**src/rtl/qsim_pkg.sv**
```systemverilog
// qsim_pkg: shared definitions for the qsim datapath.
//   DWIDTH  default operand width (dividend/quotient are 2*DWIDTH wide)
//   QWIDTH  product/quotient width at the default operand width
//   QMAX    most-positive signed QWIDTH value, used for saturation
//   QMIN    most-negative signed QWIDTH value, used for saturation
//   state_e sequencer states of the iterative divider
package qsim_pkg;

  localparam int unsigned DWIDTH = 8;
  localparam int unsigned QWIDTH = 2 * DWIDTH;

  localparam logic [QWIDTH-1:0] QMAX = {1'b0, {(QWIDTH-1){1'b1}}};
  localparam logic [QWIDTH-1:0] QMIN = {1'b1, {(QWIDTH-1){1'b0}}};

  typedef enum logic [1:0] {
    StIdle = 2'd0,
    StRun  = 2'd1,
    StFix  = 2'd2
  } state_e;

endpackage

```
**src/rtl/qdiv_step.sv**
```systemverilog
// qdiv_step: one combinational radix-2 restoring division stage on magnitudes.
//   rem_i  partial remainder (always < dvs_i when dvs_i != 0)
//   quo_i  dividend bits not yet consumed / quotient bits produced so far
//   dvs_i  divisor magnitude
//   rem_o  next partial remainder
//   quo_o  quo_i shifted left with the new quotient bit in the LSB
module qdiv_step #(
  parameter int unsigned DWIDTH = 8
) (
  input  logic [DWIDTH-1:0]   rem_i,
  input  logic [2*DWIDTH-1:0] quo_i,
  input  logic [DWIDTH-1:0]   dvs_i,
  output logic [DWIDTH-1:0]   rem_o,
  output logic [2*DWIDTH-1:0] quo_o
);

  // One bit wider than the remainder: 2*rem+1 can exceed DWIDTH bits.
  logic [DWIDTH:0] shifted;

  assign shifted = {rem_i, quo_i[2*DWIDTH-1]};

  always_comb begin
    if (shifted >= {1'b0, dvs_i}) begin
      // The difference is below dvs_i, so it fits back in DWIDTH bits.
      rem_o = shifted[DWIDTH-1:0] - dvs_i;
      quo_o = {quo_i[2*DWIDTH-2:0], 1'b1};
    end else begin
      rem_o = shifted[DWIDTH-1:0];
      quo_o = {quo_i[2*DWIDTH-2:0], 1'b0};
    end
  end

endmodule

```
**src/rtl/qdiv_seq.sv**
```systemverilog
// qdiv_seq: sequential signed restoring divider, one quotient bit per clock.
//   i_clk, i_rst        clock (rising edge), synchronous active-high reset
//   i_start             request, accepted only while o_busy is low
//   i_dividend          2*DWIDTH signed dividend, sampled on the accept edge
//   i_divisor           DWIDTH signed divisor, sampled on the accept edge
//   o_busy              high from after the accept edge through the fix-up edge
//   o_valid             one-cycle pulse when the result registers update
//   o_quotient          2*DWIDTH signed quotient, truncated toward zero
//   o_remainder         DWIDTH signed remainder with the dividend's sign
//   o_dbz, o_ovf        divide-by-zero / overflow flags for the current result
module qdiv_seq #(
  parameter int unsigned DWIDTH = qsim_pkg::DWIDTH
) (
  input  logic                i_clk,
  input  logic                i_rst,
  input  logic                i_start,
  input  logic [2*DWIDTH-1:0] i_dividend,
  input  logic [DWIDTH-1:0]   i_divisor,
  output logic                o_busy,
  output logic                o_valid,
  output logic [2*DWIDTH-1:0] o_quotient,
  output logic [DWIDTH-1:0]   o_remainder,
  output logic                o_dbz,
  output logic                o_ovf
);

  import qsim_pkg::*;

  localparam int unsigned QW = 2 * DWIDTH;
  localparam int unsigned CW = $clog2(QW);

  // Saturation values at this instance's width.
  localparam logic [QW-1:0] SatMax = {1'b0, {(QW-1){1'b1}}};
  localparam logic [QW-1:0] SatMin = {1'b1, {(QW-1){1'b0}}};

  state_e          state_q;
  logic [CW-1:0]   count_q;
  logic [DWIDTH-1:0] rem_q;
  logic [DWIDTH-1:0] dvs_q;
  logic [QW-1:0]   quo_q;
  logic            dd_neg_q;
  logic            dv_neg_q;

  logic [DWIDTH-1:0] rem_step;
  logic [QW-1:0]     quo_step;
  logic [QW-1:0]     dd_mag;
  logic [DWIDTH-1:0] dv_mag;
  logic              q_neg;

  // Unsigned magnitudes: the most-negative input maps to 2^(W-1), which
  // still fits because the magnitude is held unsigned.
  assign dd_mag = i_dividend[QW-1]    ? -i_dividend : i_dividend;
  assign dv_mag = i_divisor[DWIDTH-1] ? -i_divisor  : i_divisor;
  assign q_neg  = dd_neg_q ^ dv_neg_q;

  qdiv_step #(
    .DWIDTH(DWIDTH)
  ) u_step (
    .rem_i(rem_q),
    .quo_i(quo_q),
    .dvs_i(dvs_q),
    .rem_o(rem_step),
    .quo_o(quo_step)
  );

  always_ff @(posedge i_clk) begin
    if (i_rst) begin
      state_q     <= StIdle;
      count_q     <= '0;
      rem_q       <= '0;
      dvs_q       <= '0;
      quo_q       <= '0;
      dd_neg_q    <= 1'b0;
      dv_neg_q    <= 1'b0;
      o_busy      <= 1'b0;
      o_valid     <= 1'b0;
      o_quotient  <= '0;
      o_remainder <= '0;
      o_dbz       <= 1'b0;
      o_ovf       <= 1'b0;
    end else begin
      o_valid <= 1'b0;
      unique case (state_q)
        StIdle: begin
          if (i_start) begin
            quo_q    <= dd_mag;
            rem_q    <= '0;
            dvs_q    <= dv_mag;
            dd_neg_q <= i_dividend[QW-1];
            dv_neg_q <= i_divisor[DWIDTH-1];
            count_q  <= '0;
            o_busy   <= 1'b1;
            state_q  <= StRun;
          end
        end
        StRun: begin
          rem_q   <= rem_step;
          quo_q   <= quo_step;
          count_q <= count_q + CW'(1);
          if (count_q == CW'(QW - 1)) begin
            state_q <= StFix;
          end
        end
        StFix: begin
          o_busy  <= 1'b0;
          o_valid <= 1'b1;
          state_q <= StIdle;
          if (dvs_q == '0) begin
            o_quotient  <= dd_neg_q ? SatMin : SatMax;
            o_remainder <= '0;
            o_dbz       <= 1'b1;
            o_ovf       <= 1'b0;
          end else if (!q_neg && quo_q == SatMin) begin
            // Only most-negative / -1 yields a positive magnitude of 2^(QW-1).
            o_quotient  <= SatMax;
            o_remainder <= '0;
            o_dbz       <= 1'b0;
            o_ovf       <= 1'b1;
          end else begin
            o_quotient  <= q_neg ? -quo_q : quo_q;
            o_remainder <= dd_neg_q ? -rem_q : rem_q;
            o_dbz       <= 1'b0;
            o_ovf       <= 1'b0;
          end
        end
        default: state_q <= StIdle;
      endcase
    end
  end

endmodule

```
**config.mk**
```make
export PLATFORM = sky130hd
export DESIGN_NAME = qdiv_seq
export DESIGN_NICKNAME = d
export VERILOG_FILES = /design/src/rtl/qsim_pkg.sv /design/src/rtl/qdiv_step.sv /design/src/rtl/qdiv_seq.sv
export SDC_FILE = /design/constraint.sdc
export NUM_CORES = 1
export LEC_CHECK = 0
export BUFFER_PORTS_ARGS = -buffer_cell sky130_fd_sc_hd__buf_2
export CAP_MARGIN = 15
export CORE_MARGIN = 10
export CORE_UTILIZATION = 55
export DETAILED_ROUTE_END_ITERATION = 8
export PLACE_DENSITY = 0.77
export SYNTH_ARGS = -nofsm -noshare
export SYNTH_HDL_FRONTEND = slang
export SYNTH_SLANG_ARGS = --single-unit
```
**constraint.sdc**
```tcl
create_clock -name i_clk -period 3.1 [get_ports i_clk]
set_clock_uncertainty 0.15 [all_clocks]
set_input_delay 0.31 -clock i_clk [delete_from_list [all_inputs] [get_ports i_clk]]
set_output_delay 0.31 -clock i_clk [all_outputs]
set_load 0.02 [all_outputs]
```
Yosys cells after proc, flatten, opt, wreduce, memory -nomap -nowiden

Cells that the tools add are included.

Register bits after elaboration: 68
Latch bits: 0
Bits in writable memories: 0
Memory bits (read-only): 0
Bits of input ports: 27
Output and inout port bits: 28
Memories kept: 0

$add $sub $neg: 6
Multipliers: 0
Div/mod/pow operators: 0
Magnitude comparators: 1
Equality and inequality tests: 6
Shift operators: 0
Muxes and demuxes: 26
Bitwise gates (word level): 1
Reduce and logical (&&, ||, !) cells: 10

Operators with widths:

| operator               | number |
|---|---|
| $mux W16               | 6 |
| $mux W8                | 6 |
| $neg A16 Y16           | 2 |
| $pmux W16 S2           | 1 |
| $eq A16 B16 Y1 const B | 1 |
| $neg A8 Y8             | 2 |
| $pmux W8 S2            | 1 |
| $ge A9 B8 Y1           | 1 |
| $logic_not A8 Y1       | 1 |
| $pmux W4 S2            | 1 |
| $reduce_and A2 Y1      | 4 |
| $sub A8 B8 Y8          | 1 |
| $mux W1                | 6 |
| $add A4 B1 Y4 const B  | 1 |
| $eq A4 B4 Y1 const B   | 1 |
| $mux W2                | 2 |
| $mux W4                | 1 |
| $ne A2 B2 Y1 const B   | 2 |
| $pmux W2 S2            | 1 |
| $reduce_bool A2 Y1     | 2 |
| $eq A2 B1 Y1 const B   | 1 |
| $eq A2 B2 Y1 const B   | 1 |
| $logic_not A2 Y1       | 1 |
| $pmux W1 S2            | 1 |
| 3 further kinds        | 3 |

Depth between registers and ports, before layout

Word-level depth: 5
Gate-level depth with buffers: 10

Cells and area by module

A second synthesis with hierarchy kept.

Cells, all modules: 562
Area total of the unflattened synthesis: 4425.5 µm²

Modules (own cells, without submodules):

| module    | times used | cells each | area an instance (µm²) |
|---|---|---|---|
| qdiv_seq  | 1          | 478        | 3792.4 |
| qdiv_step | 1          | 84         | 633.1 |

Worst setup path after synthesis

No wires, ideal clock.

Kind: reg2reg
Start: register quo_q[7]
End: register o_quotient[15]
Library setup time: 0.115 ns
Arrival: 2.223 ns
Slack: 0.612 ns
Stages on the path, launching flop included: 7
Buffers on the path: 0
Period minus slack after synthesis: 2.488 ns
Cells stage by stage: dfxtp_1 -> or4_4 -> or4_4 -> o41ai_2 -> xnor2_1 -> o41ai_1 -> a2111oi_0

Cells in the longest elaborated chain, start to end: 4

Ends and longest elaborated chain:

| item                                                   | line                             | RTL |
|---|---|---|
| from (decl)                                            | qdiv_seq.sv:40                   | `logic [QW-1:0] quo_q;` |
| from (signal assigned)                                 | qdiv_seq.sv:86                   | `quo_q <= dd_mag;` |
| from (signal assigned)                                 | qdiv_seq.sv:98                   | `quo_q <= quo_step;` |
| $neg A16 Y16 / $eq A16 B16 Y1 (equally long branches)  | qdiv_seq.sv:120, qdiv_seq.sv:113 |  |
| $mux W16 / $logic_and A1 B1 Y1 (equally long branches) | qdiv_seq.sv:120, qdiv_seq.sv:113 |  |
| $mux W16 *                                             | qdiv_seq.sv:113                  | `end else if (!q_neg && quo_q == SatMin) begin` |
| $mux W16 *                                             | qdiv_seq.sv:108                  | `if (dvs_q == '0) begin` |
| to (signal assigned)                                   | qdiv_seq.sv:109                  | `o_quotient <= dd_neg_q ? SatMin : SatMax;` |
| to (signal assigned)                                   | qdiv_seq.sv:115                  | `o_quotient <= SatMax;` |
| to (signal assigned)                                   | qdiv_seq.sv:120                  | `o_quotient <= q_neg ? -quo_q : quo_q;` |
| to (decl)                                              | qdiv_seq.sv:21                   | `output logic [2*DWIDTH-1:0] o_quotient,` |

Mark *: on every way between the ends. The rest lies on a longest branch, timed or not.
A chain may end at the register's enable or synchronous reset.

Worst setup path after layout

Start: register quo_q[7]
End: register o_remainder[2]

Cells in the longest elaborated chain, start to end: 4

Ends and longest elaborated chain:

| item                 | line            | RTL |
|---|---|---|
| $eq A16 B16 Y1       | qdiv_seq.sv:113 |  |
| $logic_and A1 B1 Y1  | qdiv_seq.sv:113 |  |
| $mux W8              | qdiv_seq.sv:113 |  |
| $mux W8              | qdiv_seq.sv:108 |  |
| to (signal assigned) | qdiv_seq.sv:121 | `o_remainder <= dd_neg_q ? -rem_q : rem_q;` |
| to (decl)            | qdiv_seq.sv:22  | `output logic [DWIDTH-1:0] o_remainder,` |

No other way between the ends.

==> results summary <==
The via count of the first global-routing pass came to 3,311. The analysis attributes to net switching a power of 0.000762 W. The final number of hold-violating endpoints is 0. For this design the static power due to leakage is 1.81 nW. The total inserted antenna cells is 0. The number of flops mapped to enable cells by yosys came out at 0. The number of clock sinks came out at 68. Counting every instance in the synthesized netlist gives 462. The detailed-placement wirelength estimate is 6.92 mm. The number of placed I/O pins came out at 55. The placed cell count is 596.

The most common cell in the synthesized netlist is dfxtp_1. TritonCTS built the clock tree. The max-cap check violation count is 0. The number of nets produced by synthesis came out at 503. The number of buffers on the longest clock path is 2. Among all flip-flop cells after synthesis, the most frequent one is dfxtp_1. The fraction of final layout cells sized beyond drive strength 1 is 0.188. The worst path required time came out at 3.17 ns. The final-report setup violation count is 0. The netlist uses 57 different library cells. The largest total area in the synthesized netlist belongs to dfxtp_1. The cell repeated most along the worst path is or4_4. In this run, CTS created clock tree buffers numbering 9. The post-synthesis compound-gate area fraction is 0.265.

The buffers plus inverters on the worst setup path came out at 0. The final RePlAce weighted congestion came out at 0.850. The slowest stage cell on the critical path is or4_4. The number of hold buffers added after CTS came out at 0. The largest voltage drop on the vdd net came out at 0.281 mV. The slew at the pin with the worst max-slew slack is 0.798 ns.

Wires add up to 9.10 mm. Of the total power, registers draw 0.396. The run finished with clean final reports. The total congestion overflow after global routing is 0. The maximum fanout along the worst path came out at 10. The sequential cell area fraction in the yosys report came out at 0.354. The buffer count from post-CTS setup fixing is 0.

The clock insertion delay at the later pin of the skew report came out at 0.34 ns. The average wire per cell in the routed design came out at 14.9 um. Setup repair after global routing left no endpoint under its margin.

The share of total power dissipated in the clock network is 0.352. The total number of yosys warnings is 0. The fraction of the mapped netlist area in simple logic gates is 0.171.

The layout overhead on the synthesized area is 15.4%. The via total after detailed routing came out at 3,514. After floorplanning, the core was divided into 30 placement rows. After synthesis, the largest family of logic cells by area is compound AO/OA/AOI/OAI gates. The vertical extent of the die is 104 um. The finished layout holds 612 standard cells, fillers aside. The first-iteration detailed-routing DRC count is 147. The synthesized area came out at 0.00385 mm^2.

The worst setup path is of the reg2reg kind. The residual antenna-violating net count after detailed routing is 0. In the post-synthesis netlist, the biggest area contributors are dfxtp_1 35%, xor2_1 5.0%, a21oi_1 4.9%. Clock-pin slew was measured on the worst setup and hold paths at 0.07 ns. The worst setup path is launched from a flop. The highest layer touched by signal routing is met4. The initial utilization of the core area, before any placement, comes to 0.566. On the worst path, the slowest cell contributes a delay of 0.57 ns. The final critical path time including I/O delays and setup is 2.74 ns. The number of nets at the end of the flow came out at 552. The adder-cell share of the synthesized area came out at 0.0475.

The detailed route wirelength on metal2 is 4.09 mm. The endpoint type of the worst setup path is a flop. The fraction of power spent switching nets came out at 0.302. The post-cts resize count is 0. The total power density per cell area is 568 mW/mm^2. The tightest min-delay check is of the in2reg type. The tree is rooted in a clkbuf_8. The commonest cells after synthesis are 68 x dfxtp_1, 45 x nand2_1, 40 x nor2_1, 38 x a21oi_1, 38 x o21ai_0.

Traced cell by cell, the critical path runs through or4_4, or4_4, nor4_4, nor2b_2, a22oi_2, nor2_1. The share of synthesized area in the top cell type comes to 0.354. The kind of cell with the highest combined delay along the critical path is simple AND/OR/NAND/NOR gates. The cell-internal power came out at 0.00176 W.

The met3 layer wire length in the routed design came out at 467 um. The share of async-settable or async-resettable flops after synthesis is 0. Measured against its own limit, the worst slew margin works out to 0.468. The initial antenna violation count came out at 0. The share of cell area taken by muxes after synthesis is 0.0185. The per-cell via count in the routed design came out at 5.74. The width of the die came out at 104 um.

The XOR/XNOR share of the synthesized area is 0.0979. In the global route stage, overall resource usage came out at 0.167. The total negative slack for setup checks is 0 ns. The setup slack of the worst register-to-register path came out at 0.36 ns. Counting flops and latches in the post-synthesis netlist gives 68. The count of input and output buffers came out at 54. The largest net degree at the start of global routing is 30. The average cell area after synthesis is 8.33 um^2. The signal arrival time at the worst endpoint came out at 2.81 ns.

The die covers 0.0107 mm^2. The total iterations of the first detailed-routing run is 5. The max-slew violation count came to 0.

The number of H-tree branching levels came out at 3. Static timing analysis puts the maximum clock frequency at 0.365 GHz. The core region area is 0.00679 mm^2. The wire length on met1 is 4.41 mm. The first-pass GRT wire length came out at 15.5 mm. In the routed design, unresolved DRC markers number 0.

The share of total power dissipated in combinational logic is 0.251. Dividing the final minimum period by the clock period gives 0.884.
==> cell families (layout without fill, tap and decap cells) <==
kind of cell / after synthesis / in the layout
XOR/XNOR: 43 / 43
flip-flops: 68 / 68
AND/OR/NAND/NOR: 137 / 137
multiplexers: 7 / 7
adder cells (fa/ha/maj): 14 / 14
buffers and inverters: 43 / 97
AO/OA/AOI/OAI: 150 / 150
==> flip-flops by register name, indices dropped and copies added, names as in the netlist, 2 cells and up <==
signal       flops
o_quotient      16
quo_q           16
dvs_q            8
o_remainder      8
rem_q            8
count_q          4
state_q          2
==> layer usage <==
layer | track usage | vias to the layer above
li1 | - | 1772
met1 | 0.222 | 1636
met2 | 0.256 | 96
met3 | 0.0359 | 10
met4 | 0.0665 | 0
met5 | 0 | -
==> area by class of cell <==
type | instances | area [um^2]
fillers | 575 | 2350
multi-input cells | 351 | 2310
clock buffers | 10 | 138
well taps | 96 | 120
clock inverters | 6 | 111
repair buffers | 61 | 323
flip-flops and latches | 68 | 1360
inverters | 20 | 75.1
==> worst paths after layout <==
| path | cells past startpoint | from | to |
|---|---|---|---|
| max | 6 | quo_q[7] | o_remainder[2] |
| min | 3 | i_divisor[0] | dvs_q[0] |
| max reg2reg | 6 | quo_q[7] | o_remainder[2] |
| min reg2reg | 2 | o_busy | o_busy |
==> stage by stage <==
stage | setup WS [ns] | hold slack (ns) | power (W) | util | cell area [um^2]
floorplan | 0.612 | 0.295 | 0.00150 | - | 3850
global placement | 0.464 | 0.290 | 0.00163 | 0.617 | 4190
detailed placement | 0.387 | 0.301 | 0.00165 | 0.617 | 4190
CTS | 0.388 | 0.0692 | 0.00253 | 0.653 | 4440
global route | 0.249 | 0.0841 | 0.00265 | 0.653 | 4440
finish | 0.361 | 0.0780 | 0.00252 | 0.653 | 4440
==> worst reg2reg max path, stage by stage (launching register included) <==
cell and delay, ns:
dfxtp_1 0.38, or4_4 0.57, or4_4 0.48, nor4_4 0.57, nor2b_2 0.24, a22oi_2 0.18
nor2_1 0.06
==> power groups by stage <==
stage | logic, W | clock network (W) | registers (W)
CTS | 0.000634 | 0.000897 | 0.000997
floorplan | 0.000512 | 0 | 0.000992
finish | 0.000634 | 0.000889 | 0.000999
detailed placement | 0.000629 | 0 | 0.00102
global placement | 0.000618 | 0 | 0.00101
global route | 0.000714 | 0.000932 | 0.00101
==> cell usage in the layout (no fill, tap or decap), types with 3 or more instances in the layout <==
| cell type | synthesis | layout |
|---|---|---|
| a211oi_1 | 6 | 6 |
| a21o_1 | 3 | 3 |
| a21oi_1 | 38 | 38 |
| a22oi_1 | 17 | 17 |
| a22oi_2 | 8 | 8 |
| buf_2 | 2 | 54 |
| buf_4 | 1 | 7 |
| bufinv_16 | 0 | 3 |
| clkbuf_8 | 0 | 10 |
| dfxtp_1 | 68 | 68 |
| ha_1 | 13 | 13 |
| inv_1 | 20 | 20 |
| mux2i_1 | 6 | 6 |
| nand2_1 | 45 | 45 |
| nand2b_1 | 8 | 8 |
| nand3_1 | 9 | 9 |
| nand4_1 | 4 | 4 |
| nor2_1 | 40 | 40 |
| nor2b_1 | 4 | 4 |
| nor3_1 | 7 | 7 |
| nor4_1 | 3 | 3 |
| o21ai_0 | 38 | 38 |
| o31ai_1 | 9 | 9 |
| o41ai_1 | 5 | 5 |
| or4_1 | 3 | 3 |
| xnor2_1 | 21 | 21 |
| xor2_1 | 22 | 22 |
(Power assumes the default switching activity.)
